==> config.mk <==
export PLATFORM = sky130hd
export DESIGN_NAME = render_sequencer_flat
export DESIGN_NICKNAME = d
export VERILOG_FILES = /design/src/rtl/render_sequencer_if.sv /design/src/rtl/render_sequencer.sv /design/src/flat_wrapper.sv
export SDC_FILE = /design/constraint.sdc
export NUM_CORES = 1
export LEC_CHECK = 0
export ABC_AREA = 1
export CAP_MARGIN = 20
export CORE_UTILIZATION = 50
export DETAILED_ROUTE_END_ITERATION = 7
export PLACE_DENSITY = 0.67
export SLEW_MARGIN = 20
export SYNTH_ARGS = -nofsm -noshare
export SYNTH_HDL_FRONTEND = slang
export SYNTH_SLANG_ARGS = --single-unit
==> constraint.sdc <==
create_clock -name clk -period 2.7 [get_ports clk]
set_clock_uncertainty 0.2 [all_clocks]
set_input_delay 0.54 -clock clk [delete_from_list [all_inputs] [get_ports clk]]
set_output_delay 0.54 -clock clk [all_outputs]
set_load 0.1 [all_outputs]
==> src/rtl/render_sequencer_if.sv <==
// ---------------------------------------------------------------------------
// render_sequencer_if
//   Handshake bundle between the render sequencer (master) and the ball
//   renderer / VGA adapter (slave).
//
//   start_clear / start_draw / start_black : one-cycle operation start strobes
//   phase_clear / phase_draw / phase_black : levels, high while the operation
//                                            is in progress
//   plot                                   : VGA write enable
//   done_clearOld / done_drawNew /
//   done_blackScreen                       : renderer completion pulses
// ---------------------------------------------------------------------------
interface render_sequencer_if;
    logic start_clear;
    logic start_draw;
    logic start_black;
    logic phase_clear;
    logic phase_draw;
    logic phase_black;
    logic plot;
    logic done_clearOld;
    logic done_drawNew;
    logic done_blackScreen;

    modport master (
        output start_clear, start_draw, start_black,
        output phase_clear, phase_draw, phase_black,
        output plot,
        input  done_clearOld, done_drawNew, done_blackScreen
    );

    modport slave (
        input  start_clear, start_draw, start_black,
        input  phase_clear, phase_draw, phase_black,
        input  plot,
        output done_clearOld, done_drawNew, done_blackScreen
    );
endinterface

==> src/rtl/render_sequencer.sv <==
// ---------------------------------------------------------------------------
// render_sequencer
//   Control end of the ball renderer handshake. Sequences black-screen,
//   clear-old and draw-new operations, gates ball physics, captures score
//   events from the ball controller, keeps both scores and declares game over.
//
// Ports
//   clk, reset        : clock, synchronous active-high reset
//   enable            : 0 freezes FSM, counters and outputs (strobes forced 0)
//   frameTick         : one-cycle frame pulse from the frame rate divider
//   lhs_scored        : level, left player scored
//   rhs_scored        : level, right player scored
//   render            : renderer handshake (strobes, phases, plot, dones)
//   physics_en        : enable to ball physics/controller
//   left_score        : left score, saturates at WIN_SCORE
//   right_score       : right score, saturates at WIN_SCORE
//   game_over         : sticky, high in S_OVER
//   frame_overrun     : sticky, frameTick seen while busy clearing/drawing
//   draw_timeout      : sticky, a done wait expired
// ---------------------------------------------------------------------------
module render_sequencer #(
    parameter int WIN_SCORE    = 5,
    parameter int HOLD_FRAMES  = 30,
    parameter int DONE_TIMEOUT = 'd131072
) (
    input  logic                        clk,
    input  logic                        reset,
    input  logic                        enable,
    input  logic                        frameTick,
    input  logic                        lhs_scored,
    input  logic                        rhs_scored,
    render_sequencer_if.master          render,
    output logic                        physics_en,
    output logic [$clog2(WIN_SCORE):0]  left_score,
    output logic [$clog2(WIN_SCORE):0]  right_score,
    output logic                        game_over,
    output logic                        frame_overrun,
    output logic                        draw_timeout
);

    localparam int SW     = $clog2(WIN_SCORE) + 1;
    localparam int TMR_W  = $clog2(DONE_TIMEOUT + 1);
    localparam int HOLD_W = $clog2(HOLD_FRAMES + 1);

    typedef enum logic [2:0] {
        S_BLACK_START,
        S_BLACK,
        S_HOLD,
        S_IDLE,
        S_CLEAR,
        S_DRAW,
        S_OVER
    } state_t;

    state_t state;
    state_t state_nxt;

    // registered outputs and their next values
    logic start_clear, start_draw, start_black;
    logic phase_clear, phase_draw, phase_black;
    logic plot;
    logic start_clear_d, start_draw_d, start_black_d;
    logic phase_clear_d, phase_draw_d, phase_black_d;
    logic plot_d, physics_en_d, game_over_d;

    // score capture and timers
    logic              lhs_scored_p1, rhs_scored_p1;
    logic              lhs_pend, rhs_pend, over_pend;
    logic [HOLD_W-1:0] hold_cnt;
    logic [TMR_W-1:0]  timer;

    // decoded conditions
    logic          lhs_rise, rhs_rise;
    logic          capture_ok, waiting, done_hit, expired, hold_last;
    logic          score_take, over_hit;
    logic [SW-1:0] left_new, right_new;

    assign render.start_clear = start_clear;
    assign render.start_draw  = start_draw;
    assign render.start_black = start_black;
    assign render.phase_clear = phase_clear;
    assign render.phase_draw  = phase_draw;
    assign render.phase_black = phase_black;
    assign render.plot        = plot;

    function automatic logic [SW-1:0] sat_inc(input logic [SW-1:0] score, input logic inc);
        if (inc && (score < SW'(WIN_SCORE)))
            return score + SW'(1);
        return score;
    endfunction

    always_comb begin
        lhs_rise   = lhs_scored & ~lhs_scored_p1;
        rhs_rise   = rhs_scored & ~rhs_scored_p1;
        waiting    = (state == S_CLEAR) || (state == S_DRAW) || (state == S_BLACK);
        // score edges during the black screen, its hold and game over are dropped
        capture_ok = !((state == S_BLACK) || (state == S_HOLD) || (state == S_OVER));
        case (state)
            S_CLEAR: done_hit = render.done_clearOld;
            S_DRAW:  done_hit = render.done_drawNew;
            S_BLACK: done_hit = render.done_blackScreen;
            default: done_hit = 1'b0;
        endcase
        // timer counts cycles already spent in the wait state, so this fires
        // on the DONE_TIMEOUT-th cycle; a done in that same cycle wins
        expired    = waiting && !done_hit && (timer == TMR_W'(DONE_TIMEOUT - 1));
        hold_last  = frameTick && (hold_cnt == HOLD_W'(HOLD_FRAMES - 1));
        score_take = (state == S_IDLE) && (lhs_pend || rhs_pend);
        left_new   = sat_inc(left_score, lhs_pend);
        right_new  = sat_inc(right_score, rhs_pend);
        over_hit   = (left_new == SW'(WIN_SCORE)) || (right_new == SW'(WIN_SCORE));
    end

    // ---- FSM: state register ----
    always_ff @(posedge clk) begin
        if (reset)
            state <= S_BLACK_START;
        else
            state <= state_nxt;
    end

    // ---- FSM: next-state logic ----
    always_comb begin
        state_nxt = state;
        if (enable) begin
            case (state)
                S_BLACK_START: state_nxt = S_BLACK;
                S_BLACK: begin
                    if (done_hit || expired)
                        state_nxt = over_pend ? S_OVER : S_HOLD;
                end
                S_HOLD: begin
                    // the final hold tick is consumed here, not used to start a frame
                    if (hold_last)
                        state_nxt = S_IDLE;
                end
                S_IDLE: begin
                    if (lhs_pend || rhs_pend)
                        state_nxt = S_BLACK_START;
                    else if (frameTick)
                        state_nxt = S_CLEAR;
                end
                S_CLEAR: begin
                    if (done_hit)
                        state_nxt = S_DRAW;
                    else if (expired)
                        state_nxt = S_IDLE;
                end
                S_DRAW: begin
                    if (done_hit || expired)
                        state_nxt = S_IDLE;
                end
                S_OVER:  state_nxt = S_OVER;
                default: state_nxt = S_BLACK_START;
            endcase
        end
    end

    // ---- FSM: output logic (next values of the registered outputs) ----
    always_comb begin
        start_clear_d = enable && (state == S_IDLE)  && (state_nxt == S_CLEAR);
        start_draw_d  = enable && (state == S_CLEAR) && (state_nxt == S_DRAW);
        start_black_d = enable && (state == S_BLACK_START);
        phase_clear_d = (state_nxt == S_CLEAR);
        phase_draw_d  = (state_nxt == S_DRAW);
        phase_black_d = (state_nxt == S_BLACK);
        physics_en_d  = (state_nxt == S_IDLE) || (state_nxt == S_CLEAR) || (state_nxt == S_DRAW);
        game_over_d   = (state_nxt == S_OVER);
        // plot trails the phase by one cycle to line up with the renderer's
        // ROM latency; the write that would follow a sampled done is suppressed
        if (enable)
            plot_d = (phase_clear || phase_draw || phase_black) && !done_hit;
        else
            plot_d = plot;
    end

    // ---- output registers ----
    always_ff @(posedge clk) begin
        if (reset) begin
            start_clear <= 1'b0;
            start_draw  <= 1'b0;
            start_black <= 1'b0;
            phase_clear <= 1'b0;
            phase_draw  <= 1'b0;
            phase_black <= 1'b0;
            plot        <= 1'b0;
            physics_en  <= 1'b0;
            game_over   <= 1'b0;
        end else begin
            start_clear <= start_clear_d;
            start_draw  <= start_draw_d;
            start_black <= start_black_d;
            phase_clear <= phase_clear_d;
            phase_draw  <= phase_draw_d;
            phase_black <= phase_black_d;
            plot        <= plot_d;
            physics_en  <= physics_en_d;
            game_over   <= game_over_d;
        end
    end

    // ---- score capture, flags and timers ----
    always_ff @(posedge clk) begin
        if (reset) begin
            lhs_scored_p1 <= 1'b0;
            rhs_scored_p1 <= 1'b0;
            lhs_pend      <= 1'b0;
            rhs_pend      <= 1'b0;
            over_pend     <= 1'b0;
            left_score    <= '0;
            right_score   <= '0;
            frame_overrun <= 1'b0;
            draw_timeout  <= 1'b0;
            hold_cnt      <= '0;
            timer         <= '0;
        end else if (enable) begin
            lhs_scored_p1 <= lhs_scored;
            rhs_scored_p1 <= rhs_scored;
            // consuming clears the latch, but a fresh edge in the same cycle still counts
            lhs_pend <= (lhs_pend && !score_take) || (lhs_rise && capture_ok);
            rhs_pend <= (rhs_pend && !score_take) || (rhs_rise && capture_ok);
            if (score_take) begin
                left_score  <= left_new;
                right_score <= right_new;
                if (over_hit)
                    over_pend <= 1'b1;
            end
            if (frameTick && ((state == S_CLEAR) || (state == S_DRAW)))
                frame_overrun <= 1'b1;
            if (expired)
                draw_timeout <= 1'b1;
            if (state != S_HOLD)
                hold_cnt <= '0;
            else if (frameTick)
                hold_cnt <= hold_cnt + HOLD_W'(1);
            if (state_nxt != state)
                timer <= '0;
            else if (waiting)
                timer <= timer + TMR_W'(1);
        end
    end

endmodule

==> src/flat_wrapper.sv <==
// flat-port wrapper written by rule: the top's interface ports become plain ports
module render_sequencer_flat 
#(
    parameter int WIN_SCORE    = 5,
    parameter int HOLD_FRAMES  = 30,
    parameter int DONE_TIMEOUT = 'd131072
)
  (clk, reset, enable, frameTick, lhs_scored, rhs_scored, physics_en, left_score, right_score, game_over, frame_overrun, draw_timeout, render_start_clear, render_start_draw, render_start_black, render_phase_clear, render_phase_draw, render_phase_black, render_plot, render_done_clearOld, render_done_drawNew, render_done_blackScreen);
  render_sequencer_if render_i ();
  input  logic clk;
  input  logic reset;
  input  logic enable;
  input  logic frameTick;
  input  logic lhs_scored;
  input  logic rhs_scored;
  output logic physics_en;
  output logic [$clog2(WIN_SCORE):0] left_score;
  output logic [$clog2(WIN_SCORE):0] right_score;
  output logic game_over;
  output logic frame_overrun;
  output logic draw_timeout;
  output wire logic [$bits(render_i.start_clear)-1:0] render_start_clear;
  output wire logic [$bits(render_i.start_draw)-1:0] render_start_draw;
  output wire logic [$bits(render_i.start_black)-1:0] render_start_black;
  output wire logic [$bits(render_i.phase_clear)-1:0] render_phase_clear;
  output wire logic [$bits(render_i.phase_draw)-1:0] render_phase_draw;
  output wire logic [$bits(render_i.phase_black)-1:0] render_phase_black;
  output wire logic [$bits(render_i.plot)-1:0] render_plot;
  input wire logic [$bits(render_i.done_clearOld)-1:0] render_done_clearOld;
  input wire logic [$bits(render_i.done_drawNew)-1:0] render_done_drawNew;
  input wire logic [$bits(render_i.done_blackScreen)-1:0] render_done_blackScreen;
  assign render_start_clear = render_i.start_clear;
  assign render_start_draw = render_i.start_draw;
  assign render_start_black = render_i.start_black;
  assign render_phase_clear = render_i.phase_clear;
  assign render_phase_draw = render_i.phase_draw;
  assign render_phase_black = render_i.phase_black;
  assign render_plot = render_i.plot;
  assign render_i.done_clearOld = render_done_clearOld;
  assign render_i.done_drawNew = render_done_drawNew;
  assign render_i.done_blackScreen = render_done_blackScreen;
  render_sequencer #(.WIN_SCORE(WIN_SCORE), .HOLD_FRAMES(HOLD_FRAMES), .DONE_TIMEOUT(DONE_TIMEOUT)) u_core (.clk(clk), .reset(reset), .enable(enable), .frameTick(frameTick), .lhs_scored(lhs_scored), .rhs_scored(rhs_scored), .render(render_i), .physics_en(physics_en), .left_score(left_score), .right_score(right_score), .game_over(game_over), .frame_overrun(frame_overrun), .draw_timeout(draw_timeout));
endmodule
==> flow_metrics.py <==
metrics = {
    "floorplan": {
        "num_rows": 27,
        "dieArea_mm2": 0.00619,
        "fp.dieW_um": 78.7,
        "io_pins": 28,
        "die_height_um": 78.7,
        "coreArea_mm2": 0.00557,
        "start_util_pct": 52.8,
    },
    "place": {
        "postPlaceCellArea_mm2": 0.00328,
        "port_buffers": 27,
        "place.gp.congestion": 0.970,
        "post-place-ws_ps": 29.6,
        "dp_hpwl_mm": 4.69,
        "dp_cells": 527,
    },
    "min_path": {
        "hp-class": "flip-flop to flip-flop",
    },
    "global_route": {
        "grt_pass1_vias": 2494,
        "grt_use_total_pct": 22.4,
        "antenna_found_initial": 0,
        "overflow": 0,
        "grt_first_pass_wirelength_mm": 11.0,
        "grt_max_degree": 26,
    },
    "detailed_routing": {
        "drt_wl_total_mm": 6.45,
        "drt-initial-drc-count": 127,
        "avgViaCountPerCell": 5.12,
        "wl_met3_um": 165,
        "drt-pass1-iter-count": 4,
        "postRouteAntennaNets": 0,
        "highest_layer": "met4",
        "drc": 0,
        "dr_wl_met2_mm": 3.17,
        "wl_met1_mm": 3.01,
        "num_vias": 2748,
        "wl_per_cell_um": 12.0,
    },
    "sta": {
        "hold_violations": 0,
        "layout_min_cycle_time_ps": 2490,
        "whs_ps": 272,
        "maxSlewHeadroom_pct": 67.5,
        "max_slew.worst_pin.slew_ps": 484,
        "finalMaxSlewViolations": 0,
        "setup_ws_ps": 211,
        "final.period_utilization_pct": 92.2,
        "clock.fmax_mhz": 402,
        "setup_tns_ps": 0,
        "setup_viol_count_final": 0,
    },
    "synthesis": {
        "ys_top_cells_by_area": "dfxtp_1 34%, nand2_1 11%, nor2_1 7.0%",
        "yosysMostFrequentCell": "nand2_1",
        "synth_cell_types": 38,
        "synth-seq-area-share_pct": 34.0,
        "synth_edf_count": 0,
        "netlist_instances": 430,
        "synth.area.mux_share_pct": 0,
        "synth-async-reset-ratio_pct": 0,
        "ys_ff_latch": 50,
        "synth_compound_area_share_pct": 11.2,
        "netlist_area_mm2": 0.00294,
        "synth-simple-area-share_pct": 37.3,
        "synth_flop_cell": "dfxtp_1",
        "yosys_warnings": 0,
        "synth_fa_ha_area_share_pct": 2.98,
        "synth_top_family_by_area": "simple AND/OR/NAND/NOR gates",
        "synth_nets": 446,
        "synth_area_leader_cell": "dfxtp_1",
        "synth.top_cell.area_share_pct": 34.0,
        "synthXorXnorAreaFrac_pct": 4.47,
        "synth_common_cells": "85 x nand2_1, 55 x nor2_1, 50 x dfxtp_1",
        "syn_avg_cell_area_um2": 6.84,
    },
    "critical_path": {
        "crit_required_ps": 2720,
        "slowest_delay_ps": 370,
        "critPathKind": "flip-flop to flip-flop",
        "path_cells": "ha_2, nand2_1, nor2_4, nand2_2, nor2_2, nand3_2, nand3_1, nand2_1, nand3_1, nand3_1, nand2_4, nand3_4, buf_12, a21oi_1, nor2_1",
        "critPathCaptureType": "flip-flop",
        "startpoint_type": "flip-flop",
        "crit_top_cell": "nand3_1",
        "cp.arrival_ps": 2510,
        "worstPathMaxFanout": 16,
        "cp_slowest_cell": "dfxtp_2",
    },
    "clock_tree": {
        "clockRootBuffer": "clkbuf_8",
        "numClockSinks": 50,
        "clk_path_buf_depth": 2,
        "cts_tree": "done",
        "htree_levels": 2,
        "cts_inserted_buffers": 5,
        "path_clk_slew_ps": 100,
        "cts-hold-fix-buffers": 0,
        "clkLatencyLatePin_ps": 310,
    },
    "pwr": {
        "irDropWorstVdd_uv": 320,
        "power_frac_seq_pct": 47.2,
        "netSwitchingFraction_pct": 31.0,
        "powerDensity_mw_per_mm2": 505,
        "clockPowerShare_pct": 32.1,
        "p_int_mw": 1.20,
        "power_frac_comb_pct": 20.7,
        "p_leak_nw": 1.57,
        "p_switching_uw": 539,
        "power_mw": 1.74,
    },
    "cells_and_area": {
        "final_util_pct": 61.8,
        "fin_area_mm2": 0.00345,
        "nNetsFinal": 480,
        "layout-drive-gt1-share_pct": 18.3,
        "area_delta_synth_final_pct": 17.1,
        "final_cells": 537,
        "n_antenna_cell": 0,
    },
    "job": {
        "cap_viol_max_count": 0,
    },
    "run_status": {
        "status": "finished, final reports clean",
    },
}
[power groups by stage]
stage / sequential, mW / clock, mW / combinational (mW)
finish: 0.820 / 0.558 / 0.360
global route: 0.827 / 0.606 / 0.406
CTS: 0.819 / 0.575 / 0.357
detailed placement: 0.836 / 0 / 0.356
global placement: 0.835 / 0 / 0.349
floorplan: 0.854 / 0 / 0.248
[final cells by class]
type,instances,area (um2)
fill,523,2130
multi-input combinational,310,1670
sequential,50,1000
timing repair buffer,42,359
inverter,55,209
tap,72,90.1
clock buffer,5,68.8
clock inverter,3,48.8
[worst max-delay path, delay by kind of cell (launching register included)]
family	cells	cell delay [ps]
and+or+nand+nor	12	1290
buffers and inverters	1	190
DFF	1	370
AOI/OAI and AO/OA	1	130
adders and majority gates	1	190
[placed cells by master (no fill, tap or decap), types with 5 or more instances in the layout]
master / netlist / layout
a21oi_1: 35 / 33
buf_4: 3 / 31
clkbuf_8: 0 / 5
clkdlybuf4s50_1: 0 / 7
dfxtp_1: 50 / 48
ha_1: 7 / 6
inv_1: 48 / 48
nand2_1: 85 / 85
nand2_2: 6 / 6
nand3_1: 40 / 38
nand3_2: 11 / 13
nand4_1: 5 / 5
nor2_1: 55 / 54
nor3_1: 12 / 12
o21ai_0: 15 / 15
xor2_1: 14 / 14
[registers in the layout, summed over array words and instances, names as in the netlist, 3 cells and up]
name                cells
u_core.right_score      4
u_core.hold_cnt         5
u_core.state            3
u_core.timer           18
u_core.left_score       4
[logic make-up (layout without fill, tap and decap cells)]
kind of cell / count (synthesis) / after routing
simple gates: 228 / 228
xor+xnor: 15 / 15
buf+inv: 70 / 105
flops: 50 / 50
fa+ha+maj: 7 / 7
compound gates: 60 / 60
[routing by layer]
| layer | GRT usage, % | up-vias |
|---|---|---|
| met2 | 39.0 | 37 |
| met4 | 9.07 | 0 |
| met5 | 0 | - |
| li1 | - | 1459 |
| met1 | 27.2 | 1243 |
| met3 | 3.91 | 9 |
[final timing paths]
| kind | from | to | slack, ps | depth (start not counted) |
|---|---|---|---|---|
| setup reg to reg | u_core.timer[0]$_SDFFE_PP0P_ | u_core.timer[4]$_SDFFE_PP0P_ | 210 | 15 |
| hold / removal | u_core.rhs_scored_p1$_SDFFE_PP0P_ | u_core.rhs_scored_p1$_SDFFE_PP0P_ | 270 | 2 |
| setup / recovery | u_core.timer[0]$_SDFFE_PP0P_ | u_core.timer[4]$_SDFFE_PP0P_ | 210 | 15 |
| hold reg to reg | u_core.rhs_scored_p1$_SDFFE_PP0P_ | u_core.rhs_scored_p1$_SDFFE_PP0P_ | 270 | 2 |
[repair_timing]
item                       CTS  global route
setup endpoints to repair    0            19
gates resized for setup      0             9
buffers inserted             0             2
No activity file was read; power rests on OpenSTA's default activity.
